### config.mk
export PLATFORM = sky130hd
export DESIGN_NAME = risc_toy_fetch
export DESIGN_NICKNAME = d
export VERILOG_FILES = /design/src/rtl/risc_toy_fetch.sv
export SDC_FILE = /design/constraint.sdc
export NUM_CORES = 1
export LEC_CHECK = 0
export ABC_AREA = 1
export CORE_MARGIN = 4
export CORE_UTILIZATION = 50
export CTS_CLUSTER_SIZE = 12
export DETAILED_ROUTE_END_ITERATION = 6
export GPL_TIMING_DRIVEN = 1
export PLACE_DENSITY = 0.79
export SLEW_MARGIN = 10
export SYNTH_ARGS = -nofsm -noshare
export SYNTH_HDL_FRONTEND = slang
export SYNTH_SLANG_ARGS = --single-unit
### constraint.sdc
create_clock -name i_clk -period 4.1 [get_ports i_clk]
set_clock_uncertainty 0.15 [all_clocks]
set_input_delay 1.025 -clock i_clk [delete_from_list [all_inputs] [get_ports i_clk]]
set_output_delay 1.025 -clock i_clk [all_outputs]
set_load 0.05 [all_outputs]
### src/rtl/risc_toy_fetch.sv
// Instruction-fetch stage: owns the fetch PC, drives the instruction-memory port and
// presents one registered instruction per cycle to decode, with a one-entry skid buffer.
module risc_toy_fetch #(
  parameter int unsigned         AW       = 30,
  parameter int unsigned         DW       = 32,
  parameter logic [AW-1:0]       RESET_PC = '0
) (
  input  logic          i_clk,
  input  logic          i_rst,
  output logic          o_ireq,
  output logic [AW-1:0] o_iaddr,
  input  logic [DW-1:0] i_instr,
  input  logic          i_stall,
  input  logic          i_redirect,
  input  logic [AW-1:0] i_redirect_addr,
  output logic          o_fd_valid,
  output logic [DW-1:0] o_fd_instr,
  output logic [AW-1:0] o_fd_iaddr,
  output logic [AW-1:0] o_fd_iaddr_next
);

  localparam logic [AW-1:0] ADDR_ONE = {{(AW-1){1'b0}}, 1'b1};

  logic [AW-1:0] r_pc;
  logic          r_req_q;
  logic          r_squash_q;
  logic [AW-1:0] r_resp_iaddr;
  logic          r_skid_valid;
  logic [DW-1:0] r_skid_instr;
  logic [AW-1:0] r_skid_iaddr;
  logic          r_fd_valid;
  logic [DW-1:0] r_fd_instr;
  logic [AW-1:0] r_fd_iaddr;

  logic w_resp_live;
  logic w_fd_take;

  assign w_resp_live = r_req_q & ~r_squash_q;
  // FD may load whenever it is empty: a stalled decode never blocks a bubble.
  assign w_fd_take   = ~i_stall | ~r_fd_valid;

  // Stop requesting as soon as one response could have nowhere to go but the skid.
  assign o_ireq = ~i_rst & ~(i_stall & r_skid_valid)
                         & ~(i_stall & r_fd_valid & w_resp_live);
  assign o_iaddr = r_pc;

  assign o_fd_valid      = r_fd_valid;
  assign o_fd_instr      = r_fd_instr;
  assign o_fd_iaddr      = r_fd_iaddr;
  assign o_fd_iaddr_next = r_fd_iaddr + ADDR_ONE;

  always_ff @(posedge i_clk) begin
    if (i_rst) begin
      r_pc         <= RESET_PC;
      r_req_q      <= 1'b0;
      r_squash_q   <= 1'b0;
      r_resp_iaddr <= '0;
      r_skid_valid <= 1'b0;
      r_skid_instr <= '0;
      r_skid_iaddr <= '0;
      r_fd_valid   <= 1'b0;
      r_fd_instr   <= '0;
      r_fd_iaddr   <= '0;
    end else begin
      r_req_q <= o_ireq;
      if (o_ireq) begin
        r_resp_iaddr <= r_pc;
      end
      if (i_redirect) begin
        // The old-PC request issued this cycle is wrong-path; mark it for dropping.
        r_pc         <= i_redirect_addr;
        r_fd_valid   <= 1'b0;
        r_skid_valid <= 1'b0;
        r_squash_q   <= o_ireq;
      end else begin
        r_squash_q <= 1'b0;
        if (o_ireq) begin
          r_pc <= r_pc + ADDR_ONE;
        end
        if (w_fd_take) begin
          if (r_skid_valid) begin
            r_fd_instr   <= r_skid_instr;
            r_fd_iaddr   <= r_skid_iaddr;
            r_fd_valid   <= 1'b1;
            r_skid_valid <= w_resp_live;
            if (w_resp_live) begin
              r_skid_instr <= i_instr;
              r_skid_iaddr <= r_resp_iaddr;
            end
          end else if (w_resp_live) begin
            r_fd_instr <= i_instr;
            r_fd_iaddr <= r_resp_iaddr;
            r_fd_valid <= 1'b1;
          end else begin
            r_fd_valid <= 1'b0;
          end
        end else if (w_resp_live && !r_skid_valid) begin
          r_skid_instr <= i_instr;
          r_skid_iaddr <= r_resp_iaddr;
          r_skid_valid <= 1'b1;
        end
      end
    end
  end

endmodule

==> flow_summary.yaml <==
logic_synthesis:
  syn_inst: 1245
  synth_top_family_by_area: "simple AND/OR/NAND/NOR gates"
  synth_compound_area_share_pct: 17.0
  postSynthNetCount: 1313
  synth_cell_types: 33
  synthXorXnorAreaFrac_pct: 3.43
  synth_ff_type: "dfxtp_1"
  synthAdderAreaFrac_pct: 0.288
  synthMuxAreaShare_pct: 0
  yosysTopAreaCell: "dfxtp_1"
  netlist_area_um2: 8680
  syn_area_per_cell_um2: 6.97
  synth_seq_area_share_pct: 43.4
  synth_edf_count: 0
  yosys.area_share.simple_pct: 28.0
  synth-seq-cells: 188
  synth.top_cell.area_share_pct: 43.4
  synthTopCellsByArea: "dfxtp_1 43%, nand2_1 12%, o21ai_0 8.4%"
  async_reset_ff_share_pct: 0
  yosysWarnings: 0
detailed_routing:
  totalWireLength_mm: 24.4
  drc: 0
  routedWlPerCell_um: 15.0
  via_count: 8591
  drt-initial-drc-count: 577
  via_per_inst: 5.27
  drtPass1Iterations: 5
  final_antenna_net_count: 0
hold_path:
  min_to: "o_fd_instr[31]"
  hold_start: "r_skid_instr[31]"
  hold_depth: 2
  hp-class: "reg -> reg"
timing:
  tns_ps: 0
  rsz0062_at_grt: "false"
  setup_violations: 0
  period_needed_ps: 3920
  fmax_mhz: 255
  tightest_slew_ps: 701
  slew_viol_final: 0
  fin_ws_ps: 185
  whs_ps: 324
  relSlewSlack_pct: 53.3
  finalHoldViolCount: 0
  period_share_pct: 95.5
setup_path:
  endpoint_kind: "output pin"
  r2r_end: "r_skid_instr[9]"
  critical_path_class: "reg -> out"
  rrSetupSlack_ps: 1740
  cp_num_buf_inv: 1
  r2r_start: "r_skid_valid"
  cpLargestDelayFamily: "simple AND/OR/NAND/NOR gates"
  max_stage_delay_ps: 830
  start_kind: "flop"
  cp.arrival_ps: 2740
  worstPathMaxFanout: 5
  required_ps: 2920
  reg2regPathDepth: 8
  crit_slowest_cell: "clkdlybuf4s50_1"
  crit_chain: "nand2_2 > nor2_2 > nand2_2 > nor2_2 > nand3_1 > nor2_1 > xor2_1 > clkdlybuf4s50_1"
die:
  io_pins: 190
  die_x_um: 140
  dieArea_um2: 19500
  core-area_um2: 16800
  chipHeight_um: 140
  rows: 47
  initial_core_util_pct: 51.6
global_routing:
  grt.total_usage_pct: 24.1
  grt-ovfl-total: 0
  antenna_found_initial: 0
  grt_pass1_wl_mm: 39.2
  grt_pass1_vias: 7791
  grt_start_max_net_pins: 64
cts:
  insertion_delay_ps: 440
  clock_sinks: 188
  cts.htree.levels: 4
  cts_max_path_buffers: 2
  root_buffer: "clkbuf_16"
  clk_pin_slew_ps: 70
  cts_hold_buf: 0
  cts_tree: "built"
  cts_inserted_buffers: 17
finish:
  stdcell_count: 1629
  drive_gt1_share_pct: 5.46
  seqCellArea_um2: 3760
  nFillCells: 1510
  layout.nets: 1464
  areaGrowthSynthToFinish_pct: 29.5
  layout_commonest_cell: "nand2_1"
  antenna_cells: 0
  final_cell_mix: "286 x nand2_1, 190 x nor2_1, 187 x clkdlybuf4s50_1, 187 x dfxtp_1, 145 x o21ai_0"
  multi_input_area_um2: 4230
run_status:
  outcome: "finished, final reports clean"
placed_design:
  gp_congestion: 0.913
  dp.cells: 1597
  portBuffers: 189
  post-dp-hpwl_mm: 17.1
  place_ws_ps: 574
power:
  peakVddDrop_mv: 0.320
  p_leak_nw: 4.18
  powerDensity_nw_per_um2: 397
job:
  maxCapViolCount: 0
cells in the mapped netlist (3+ instances only):
cell type  number
nand3b_1        3
o21ai_0       145
xor2_1         22
nor3_1         15
dfxtp_1       188
buf_2          20
buf_4           3
buf_6           8
nand2_2         3
nand2_1       286
clkbuf_1       41
xnor2_1        12
inv_1          76
nor2_2          7
inv_2           4
a31oi_1        68
nand4_1         4
nor2_1        190
a21oi_1        23
o21ai_1        36
nand3_1        73
area by class of cell:
class	count	area share (%)
multi-input cells	902	37.7
clock buffers	18	3.91
repair buffers	205	18.3
inverters	82	2.79
clock inverters	14	1.35
flip-flops and latches	188	33.5
well taps	220	2.45
state kept, by name, summed over array words and instances (netlist names):
signal and flops:
o_fd_iaddr 30, o_fd_instr 32, o_fd_valid 1, o_iaddr 30, r_req_q 1, r_resp_iaddr 30, r_skid_iaddr 30, r_skid_instr 32
r_skid_valid 1, r_squash_q 1
stage by stage:
| stage | power [mW] | utilization [%] | cell area [um2] |
|---|---|---|---|
| finish | 4.46 | 66.8 | 11200 |
| floorplan | 2.55 | - | 8680 |
| global route | 4.63 | 66.8 | 11200 |
| global placement | 2.85 | 63.3 | 10600 |
| CTS | 4.48 | 66.8 | 11200 |
| detailed placement | 2.86 | 63.3 | 10600 |
power by group:
| part | total [mW] | internal [mW] | switching, mW | leakage [nW] |
|---|---|---|---|---|
| clock network | 1.64 | 0.877 | 0.766 | 0.282 |
| registers | 2.01 | 1.92 | 0.0947 | 1.54 |
| logic | 0.805 | 0.286 | 0.519 | 2.36 |
| total | 4.46 | 3.08 | 1.38 | 4.18 |
layer usage:
| layer | vias up | routed length, um | track usage (%) |
|---|---|---|---|
| li1 | 4388 | - | - |
| met1 | 3883 | 11300 | 33.9 |
| met2 | 294 | 11000 | 37.9 |
| met3 | 26 | 1710 | 4.91 |
| met4 | 0 | 303 | 6.02 |
| met5 | - | 0 | 0 |
logic make-up (layout without fill, tap and decap cells):
family / after synthesis / in the layout
xor+xnor: 34 / 34
fa+ha+maj: 2 / 2
compound gates: 276 / 276
flops: 188 / 188
buf+inv: 155 / 319
simple gates: 590 / 590
what timing repair did:
action                     in CTS  in global routing
gates resized for setup         0                  1
setup endpoints to repair       0                  1
setup buffers                   0                  0
worst max-delay path by stage:
stage / depth (start not counted) / endpoint / from / slack [ps]
6_report: 8 / o_fd_iaddr_next[21] / o_fd_iaddr[4] / 180
5_1_grt: 7 / o_fd_iaddr_next[18] / o_fd_iaddr[0] / 20
4_1_cts: 8 / o_fd_iaddr_next[20] / o_fd_iaddr[0] / 110
3_5_place_dp: 8 / o_fd_iaddr_next[20] / o_fd_iaddr[1] / 570
3_3_place_gp: 8 / o_fd_iaddr_next[20] / o_fd_iaddr[1] / 630
2_1_floorplan: 7 / o_fd_iaddr_next[20] / o_fd_iaddr[1] / 470
worst min-delay path, stage by stage (launching register included):
cell and delay (ps):
dfxtp_1 310, nand2_1 50, a31oi_1 70
Power figures use the tool's default switching activity.
